$ cat config.mk
export PLATFORM = sky130hd
export DESIGN_NAME = id_ex_stage_reg
export DESIGN_NICKNAME = d
export VERILOG_FILES = /design/src/rtl/id_ex_stage_reg.sv
export SDC_FILE = /design/constraint.sdc
export NUM_CORES = 1
export LEC_CHECK = 0
export BUFFER_PORTS_ARGS = -buffer_cell sky130_fd_sc_hd__buf_2
export CAP_MARGIN = 30
export CORE_ASPECT_RATIO = 0.8
export CORE_MARGIN = 4
export CORE_UTILIZATION = 50
export CTS_BUF_LIST = sky130_fd_sc_hd__clkbuf_2 sky130_fd_sc_hd__clkbuf_4 sky130_fd_sc_hd__clkbuf_8
export DETAILED_ROUTE_END_ITERATION = 8
export PLACE_DENSITY = 0.93
export SETUP_SLACK_MARGIN = 0.3
export SLEW_MARGIN = 0
export SYNTH_ARGS = -nofsm -noshare
export SYNTH_HDL_FRONTEND = slang
export SYNTH_SLANG_ARGS = --single-unit
$ cat constraint.sdc
create_clock -name clk -period 2.7 [get_ports clk]
set_input_delay 0.54 -clock clk [delete_from_list [all_inputs] [get_ports clk]]
set_output_delay 0.54 -clock clk [all_outputs]
set_load 0.02 [all_outputs]
$ cat src/rtl/id_ex_stage_reg.sv
// ID/EX pipeline register with load-use hazard detection and WB-to-ID register-file bypass.
// Latency: one cycle from ID inputs to _ex outputs; hazard and stall outputs are combinational.
// Backpressure: stall_ex holds the stage and load-use inserts one bubble; both freeze IF/ID, and flush_ex overrides them.
//
// Ports:
//   clk, rst                       rising-edge clock, synchronous active-high reset
//   *_id                           decoded instruction (PC, register indices, operands, immediate, control)
//   rd_wb, reg_write_wb, wb_data   write-back port, used to bypass/refresh operand data
//   flush_ex, stall_ex             EX redirect (kill) and back-end busy (hold)
//   *_ex                           registered instruction presented to EX and the forwarding unit
//   stall_if_id, load_use_hazard   combinational front-end freeze and hazard flag
//   bubble_count                   saturating count of inserted load-use bubbles
module id_ex_stage_reg #(
  parameter int XLEN  = 32,
  parameter int CNT_W = 16
) (
  input  logic             clk,
  input  logic             rst,

  input  logic             valid_id,
  input  logic [XLEN-1:0]  pc_id,
  input  logic [4:0]       rs1_id,
  input  logic [4:0]       rs2_id,
  input  logic [4:0]       rd_id,
  input  logic             uses_rs1_id,
  input  logic             uses_rs2_id,
  input  logic [XLEN-1:0]  rs1_data_id,
  input  logic [XLEN-1:0]  rs2_data_id,
  input  logic [XLEN-1:0]  imm_id,
  input  logic [3:0]       alu_op_id,
  input  logic             alu_src_id,
  input  logic             mem_read_id,
  input  logic             mem_write_id,
  input  logic             reg_write_id,
  input  logic             mem_to_reg_id,
  input  logic             branch_id,
  input  logic             jump_id,

  input  logic [4:0]       rd_wb,
  input  logic             reg_write_wb,
  input  logic [XLEN-1:0]  wb_data,

  input  logic             flush_ex,
  input  logic             stall_ex,

  output logic             valid_ex,
  output logic [XLEN-1:0]  pc_ex,
  output logic [XLEN-1:0]  rs1_data_ex,
  output logic [XLEN-1:0]  rs2_data_ex,
  output logic [XLEN-1:0]  imm_ex,
  output logic [4:0]       rs1_ex,
  output logic [4:0]       rs2_ex,
  output logic [4:0]       rd_ex,
  output logic [3:0]       alu_op_ex,
  output logic             alu_src_ex,
  output logic             mem_read_ex,
  output logic             mem_write_ex,
  output logic             reg_write_ex,
  output logic             mem_to_reg_ex,
  output logic             branch_ex,
  output logic             jump_ex,

  output logic             stall_if_id,
  output logic             load_use_hazard,
  output logic [CNT_W-1:0] bubble_count
);

  localparam logic [CNT_W-1:0] CNT_MAX = '1;

  logic wb_hit_rs1_id;
  logic wb_hit_rs2_id;
  logic wb_hit_rs1_ex;
  logic wb_hit_rs2_ex;

  // A load in EX whose result an ID instruction genuinely reads cannot be
  // forwarded in time; x0 destinations never produce a value to wait for.
  assign load_use_hazard = valid_ex && mem_read_ex && (rd_ex != 5'd0) && valid_id &&
                           ((uses_rs1_id && (rd_ex == rs1_id)) ||
                            (uses_rs2_id && (rd_ex == rs2_id)));

  // A redirect kills whatever IF/ID holds, so freezing it would be pointless.
  assign stall_if_id = (load_use_hazard || stall_ex) && !flush_ex;

  // WB writes the register file in the same cycle ID reads it, so the read
  // data is stale; take the WB value instead. x0 is never bypassed.
  assign wb_hit_rs1_id = reg_write_wb && (rd_wb != 5'd0) && (rd_wb == rs1_id);
  assign wb_hit_rs2_id = reg_write_wb && (rd_wb != 5'd0) && (rd_wb == rs2_id);

  // While held, a producer may retire through WB; refresh the held operand so
  // it is still correct once the producer is no longer forwardable.
  assign wb_hit_rs1_ex = reg_write_wb && (rd_wb != 5'd0) && (rd_wb == rs1_ex);
  assign wb_hit_rs2_ex = reg_write_wb && (rd_wb != 5'd0) && (rd_wb == rs2_ex);

  always_ff @(posedge clk) begin
    if (rst) begin
      valid_ex      <= 1'b0;
      pc_ex         <= '0;
      rs1_data_ex   <= '0;
      rs2_data_ex   <= '0;
      imm_ex        <= '0;
      rs1_ex        <= 5'd0;
      rs2_ex        <= 5'd0;
      rd_ex         <= 5'd0;
      alu_op_ex     <= 4'd0;
      alu_src_ex    <= 1'b0;
      mem_read_ex   <= 1'b0;
      mem_write_ex  <= 1'b0;
      reg_write_ex  <= 1'b0;
      mem_to_reg_ex <= 1'b0;
      branch_ex     <= 1'b0;
      jump_ex       <= 1'b0;
      bubble_count  <= '0;
    end else if (flush_ex) begin
      // Redirect bubble: kill state-changing control and indices; data is don't-care.
      valid_ex      <= 1'b0;
      rs1_ex        <= 5'd0;
      rs2_ex        <= 5'd0;
      rd_ex         <= 5'd0;
      mem_read_ex   <= 1'b0;
      mem_write_ex  <= 1'b0;
      reg_write_ex  <= 1'b0;
      branch_ex     <= 1'b0;
      jump_ex       <= 1'b0;
    end else if (stall_ex) begin
      if (wb_hit_rs1_ex) rs1_data_ex <= wb_data;
      if (wb_hit_rs2_ex) rs2_data_ex <= wb_data;
    end else if (load_use_hazard) begin
      valid_ex      <= 1'b0;
      rs1_ex        <= 5'd0;
      rs2_ex        <= 5'd0;
      rd_ex         <= 5'd0;
      mem_read_ex   <= 1'b0;
      mem_write_ex  <= 1'b0;
      reg_write_ex  <= 1'b0;
      branch_ex     <= 1'b0;
      jump_ex       <= 1'b0;
      if (bubble_count != CNT_MAX) bubble_count <= bubble_count + 1'b1;
    end else begin
      valid_ex      <= valid_id;
      pc_ex         <= pc_id;
      rs1_data_ex   <= wb_hit_rs1_id ? wb_data : rs1_data_id;
      rs2_data_ex   <= wb_hit_rs2_id ? wb_data : rs2_data_id;
      imm_ex        <= imm_id;
      alu_op_ex     <= alu_op_id;
      alu_src_ex    <= alu_src_id;
      mem_to_reg_ex <= mem_to_reg_id;
      // An empty ID slot enters EX as a bubble so it cannot touch state.
      if (valid_id) begin
        rs1_ex       <= rs1_id;
        rs2_ex       <= rs2_id;
        rd_ex        <= rd_id;
        mem_read_ex  <= mem_read_id;
        mem_write_ex <= mem_write_id;
        reg_write_ex <= reg_write_id;
        branch_ex    <= branch_id;
        jump_ex      <= jump_id;
      end else begin
        rs1_ex       <= 5'd0;
        rs2_ex       <= 5'd0;
        rd_ex        <= 5'd0;
        mem_read_ex  <= 1'b0;
        mem_write_ex <= 1'b0;
        reg_write_ex <= 1'b0;
        branch_ex    <= 1'b0;
        jump_ex      <= 1'b0;
      end
    end
  end

endmodule

==> impl_metrics.yaml, run 1 <==
logic_synthesis:
  yosys_register_bits: 171
  synth.distinct_cells: 41
  synth_fp_nets: 1225
  syn_area_per_cell_sq_um: 8.87
  synth-edff-count: 0
  netlist_instances: 1025
  netlist_area_sq_um: 9090
  seq_area_frac_synth_pct: 37.7
  yosysWarnings: 0
  synth-main-ff-cell: "dfxtp_1"
  synthArstFlopShare_pct: 0
place:
  portBuffers: 371
  post-dp-hpwl_um: 20900
  gp_congestion: 0.911
worst_setup_path:
  worst_setup_path_start_kind: "flop"
  crit_fanout: 5
  slowest_stage: "or4_4"
  r2r_cells: 7
  worst-setup-path-type: "flop to primary output"
  worstPathRequired_ns: 2.16
  critPathCaptureType: "primary output"
  critPathArrivalTime_ns: 2.01
  path_cells: "or4_4 -> o2111ai_4 -> nor2_4 -> o21a_4 -> buf_6"
  crit_path_max_incr_delay_ns: 0.53
min_path:
  hold_path_class: "primary input to flop"
  worstHoldPathCells: 3
cells_and_area:
  finalNetCount: 1548
  post-route-util_pct: 69.2
  mostFrequentLayoutCells: "368 x buf_2, 168 x nand2_1, 166 x dfxtp_1"
  multiInputGateArea_sq_um: 5600
  n_fill_cell: 1319
  seq_area_sq_um: 3440
  area_growth_pct: 34.0
  layout_commonest_cell: "buf_2"
  drive_gt1_share_pct: 39.1
routing:
  routed_via_density: 6.03
  ant_nets: 0
  drcViolationCount: 0
  vias: 9571
  dr.pass1.iters: 6
  drtIter0Drc: 824
  routedWlPerCell_um: 19.3
  routed_wl_um: 30600
timing:
  period_needed_ns: 2.55
  setup_viol: 0
  rsz0062_at_grt: "yes"
  finalCritPeriodShare_pct: 94.5
  clock.fmax_ghz: 0.392
  drv_slew: 0
  hold_viol: 0
  slew_headroom_pct: 49.9
  worst_pin_slew_ns: 0.752
  finClkSkew_ns: 0.0188
clock_network:
  cts_tree: "done"
  cts_buffers: 17
  cts.clk_slew.worst_paths_ns: 0.11
  root_buffer: "clkbuf_8"
  cts_hold_buf: 0
  cts.sinks: 171
  clkLatencyLatePin_ns: 0.46
  clockBufferDepth: 2
  h-tree-depth: 4
pwr:
  powerDensity_nw_per_um2: 481
  fin_total_pwr_mw: 5.85
  total_leakage_power_nw: 5.17
  irDropWorstVdd_mv: 0.293
grt:
  grt_max_degree: 81
  grt_use_total_pct: 27.1
  grt_pass1_vias: 8944
  grt_pass1_wl_um: 46100
  antenna_found_initial: 3
  overflow: 0
floorplanning:
  die_w_um: 159
  row_count: 43
  core_sq_um: 17600
  io_pins: 372
  die_height_um: 129
  die-area_sq_um: 20400
  start_util_pct: 51.7
run:
  maxCapViolCount: 0
outcome:
  outcome: "finished, final reports clean"
[sequential cells by signal, indices dropped and copies added, names as in the netlist]
signal,count
mem_to_reg_ex,1
rs1_ex,5
bubble_count,16
rs2_ex,5
rd_ex,5
alu_op_ex,4
valid_ex,1
rs2_data_ex,32
rs1_data_ex,32
alu_src_ex,1
mem_write_ex,1
branch_ex,1
imm_ex,32
jump_ex,1
pc_ex,32
mem_read_ex,1
reg_write_ex,1
[through the flow]
stage | cells | hold WS [ns] | setup WS, ns | TNS, ns | instance area, sq um
finish | 1588 | 0.314 | 0.148 | 0 | 12200
detailed placement | 1546 | 0.445 | -0.0703 | -0.652 | 11200
CTS | 1583 | 0.280 | 0.0844 | 0 | 11700
global placement | 1546 | 0.438 | -0.0266 | -0.0266 | 11200
floorplan | 1025 | 0.533 | 0.267 | 0 | 9200
global route | 1588 | 0.285 | 0.0441 | 0 | 12200
[cell usage after synthesis (5+ instances only)]
master / count / share of area, %
a2111oi_1: 58 / 6.4
a21oi_1: 31 / 1.7
o211ai_1: 21 / 1.7
nor2_1: 12 / 0.50
buf_8: 6 / 0.99
xor2_1: 14 / 1.3
nand2_1: 168 / 6.9
nand3_1: 12 / 0.66
buf_2: 15 / 0.83
buf_1: 5 / 0.21
clkbuf_1: 81 / 3.3
dfxtp_1: 171 / 38
nor2b_1: 7 / 0.48
nand2b_1: 64 / 4.4
xnor2_1: 16 / 1.5
o22ai_1: 64 / 4.4
or4_1: 11 / 0.91
nor4_1: 73 / 5.0
nand4_1: 6 / 0.41
mux2i_1: 134 / 15
mux2_2: 6 / 0.74
o31ai_1: 12 / 0.99
[final timing paths]
kind              slack (ns)               to  startpoint
setup reg to reg        0.32  rs2_data_ex[15]    rd_ex[1]
hold / removal          0.31        imm_ex[6]   imm_id[6]
setup / recovery        0.15      stall_if_id    rd_ex[1]
hold reg to reg         0.46       imm_ex[25]  imm_ex[25]
[cells by family (layout without fill, tap and decap cells)]
group           after synthesis  in the layout  share of synthesized area [%]
simple gates                368            368                           20.5
compound gates              203            203                           17.6
flops                       171            171                           37.7
mux                         140            140                           15.5
buf+inv                     112            448                           5.74
xor+xnor                     30             30                           2.89
fa+ha+maj                     1              1                          0.138
other cells                   0              2                              0
[worst max-delay path, delay by kind of cell (launching register included)]
kind / cells / cell delay [ns]
AND/OR/NAND/NOR: 2 / 0.60
buffers and inverters: 1 / 0.12
AO/OA/AOI/OAI: 2 / 0.43
flip-flops: 1 / 0.39
[layout make-up]
type                            instances  share of cell area, %
Clock buffer                           18                   2.03
Timing Repair Buffer                  413                   19.8
Multi-Input combinational cell        742                   46.0
Sequential cell                       171                   28.2
Clock inverter                         14                   1.49
Antenna cell                            2                 0.0411
Tap cell                              225                   2.31
Inverter                                3                  0.103
[power breakdown]
part           switching (mW)  internal (mW)  leakage, nW
Combinational           0.703          0.490         3.55
Clock                    1.12          0.816        0.209
Sequential             0.0890           2.64         1.40
[layer usage]
| metal | part of all wire (%) | up-vias | global-route usage [%] |
|---|---|---|---|
| met5 | 0 | - | 0 |
| met4 | 3.0 | 0 | 10.7 |
| met3 | 8.4 | 76 | 7.62 |
| met2 | 49 | 483 | 46.4 |
| met1 | 39 | 4537 | 32.8 |
| li1 | - | 4475 | - |
[what timing repair did]
item,4_1_cts,5_1_grt
endpoints found under the hold margin,0,0
resized for setup,15,67
pin swaps,7,5
setup endpoints to repair,68,60
gates cloned,0,2
buffers inserted,5,1
Power figures use the tool's default switching activity.
==> inputs of run 2 (changes only) <==
- RECOVER_POWER: unset -> 50
==> run 2 against run 1 <==
Against the previous run:
- sequential power barely moved
- hold slack got worse by 0.0020 ns
- clock power barely moved
- die area did not move
- sequential cell count did not move
- worst setup slack got worse by 0.024 ns
- design area fell by 1.7%
- first-iteration DRC count fell by 1.1%
- via count barely moved
- highest routed layer unchanged
==> impl_metrics.yaml, run 2 (synthesis results as in run 1) <==
worst_setup_path:
  r2r_cells: 7
  reg2reg_from: "rd_ex[2]"
  cp-startpoint: "rd_ex[2]"
  critPathArrivalTime_ns: 2.04
  critPathCaptureType: "primary output"
  worst-setup-path-type: "flop to primary output"
  worstReg2RegEnd: "rs2_data_ex[15]"
  cp-endpoint: "load_use_hazard"
  worst_setup_path_start_kind: "flop"
  crit_fanout: 5
  worstPathRequired_ns: 2.16
  ff2ff_setup_slack_ns: 0.28
timing:
  drv_slew: 0
  tns_ns: 0
  hold_viol: 0
  slew_headroom_pct: 50.3
  clock.fmax_ghz: 0.388
  setup_viol: 0
  worst_pin_slew_ns: 0.745
  finClkSkew_ns: 0.0167
  worst_slack_ns: 0.124
  hold_ws_ns: 0.312
  period_needed_ns: 2.58
  finalCritPeriodShare_pct: 95.4
  rsz0062_at_grt: "yes"
pwr:
  total_leakage_power_nw: 4.47
  switching_power_mw: 1.90
  p_seq_share_pct: 46.9
  netSwitchingFraction_pct: 32.7
  powerDensity_nw_per_um2: 486
  p_comb_share_pct: 20.0
  clock_power_share_pct: 33.1
  fin_total_pwr_mw: 5.82
  p_int_mw: 3.91
  irDropWorstVdd_mv: 0.289
routing:
  routed_via_density: 6.03
  dr.pass1.iters: 5
  drcViolationCount: 0
  vias: 9577
  drtIter0Drc: 815
  routed_wl_um: 30600
  ant_nets: 0
  routedWlPerCell_um: 19.3
clock_network:
  cts_buffers: 17
  clkLatencyLatePin_ns: 0.46
  cts.clk_slew.worst_paths_ns: 0.11
  root_buffer: "clkbuf_8"
  clockBufferDepth: 2
  h-tree-depth: 4
  cts.sinks: 171
  cts_hold_buf: 0
  cts_tree: "done"
floorplanning:
  die-area_sq_um: 20400
  die_height_um: 129
  die_w_um: 159
  core_sq_um: 17600
  start_util_pct: 51.7
  row_count: 43
  io_pins: 372
grt:
  grt_max_degree: 81
  grt_pass1_wl_um: 46100
  grt_pass1_vias: 8944
  grt_use_total_pct: 27.1
  antenna_found_initial: 3
  overflow: 0
place:
  post-dp-hpwl_um: 20900
  place_area_sq_um: 11200
  portBuffers: 371
  dp.cells: 1546
  gp_congestion: 0.911
  place_ws_ns: -0.0703
cells_and_area:
  mostFrequentLayoutCells: "199 x buf_2, 169 x clkbuf_1, 168 x nand2_1"
  finalNetCount: 1548
  fin_area_sq_um: 12000
  layout_commonest_cell: "buf_2"
  drive_gt1_share_pct: 26.6
  n_fill_cell: 1414
  fin_cells: 1588
  post-route-util_pct: 68.0
  area_growth_pct: 31.6
outcome:
  outcome: "finished, final reports clean"
run:
  maxCapViolCount: 0
min_path:
  hold_path_class: "primary input to flop"
  hold_start: "imm_id[6]"
run 2: repair_timing:
item,in CTS,in global routing
resized for setup,15,67
setup buffers,5,1
endpoints found under the setup margin,68,60
cloned,0,2
pin swaps,7,5
run 2: cell type report:
cell class / instances / area [sq um] / area share [%]
Multi-Input combinational cell: 742 / 5600 / 46.8
Sequential cell: 171 / 3440 / 28.7
Tap cell: 225 / 282 / 2.35
Timing Repair Buffer: 413 / 2200 / 18.4
Clock buffer: 18 / 248 / 2.07
Clock inverter: 14 / 181 / 1.52
Inverter: 3 / 12.5 / 0.105
Antenna cell: 2 / 5.00 / 0.0418
run 2: worst min-delay path by stage:
| stage | end | slack [ns] | cells past startpoint |
|---|---|---|---|
| floorplan | alu_op_ex[0] | 0.53 | 2 |
| global placement | imm_ex[29] | 0.44 | 2 |
| detailed placement | alu_src_ex | 0.44 | 2 |
| CTS | imm_ex[24] | 0.28 | 3 |
| global route | pc_ex[6] | 0.29 | 3 |
| finish | imm_ex[6] | 0.31 | 3 |
run 2: power by group through the flow:
stage	logic [mW]	clock network (mW)	registers, mW
finish	1.16	1.93	2.73
global route	1.24	2.07	2.75
CTS	1.11	1.96	2.73
detailed placement	1.10	0	2.78
global placement	1.07	0	2.77
floorplan	0.530	0	2.92
run 2: worst max-delay path, stage by stage, from the launching register on:
cell and delay [ns]:
dfxtp_1 0.47, xor2_1 0.15, nor4_4 0.34, a32oi_4 0.16, buf_6 0.15, nor2_4 0.09
buf_4 0.13, buf_6 0.11
run 2: routing by layer:
layer | routed length, um | part of all wire [%] | GRT usage (%) | up-vias
met4 | 928 | 3.0 | 10.7 | 0
met5 | 0 | 0 | 0 | -
met3 | 2480 | 8.1 | 7.62 | 72
met1 | 12100 | 39 | 32.8 | 4552
met2 | 15100 | 49 | 46.4 | 474
li1 | - | - | - | 4479
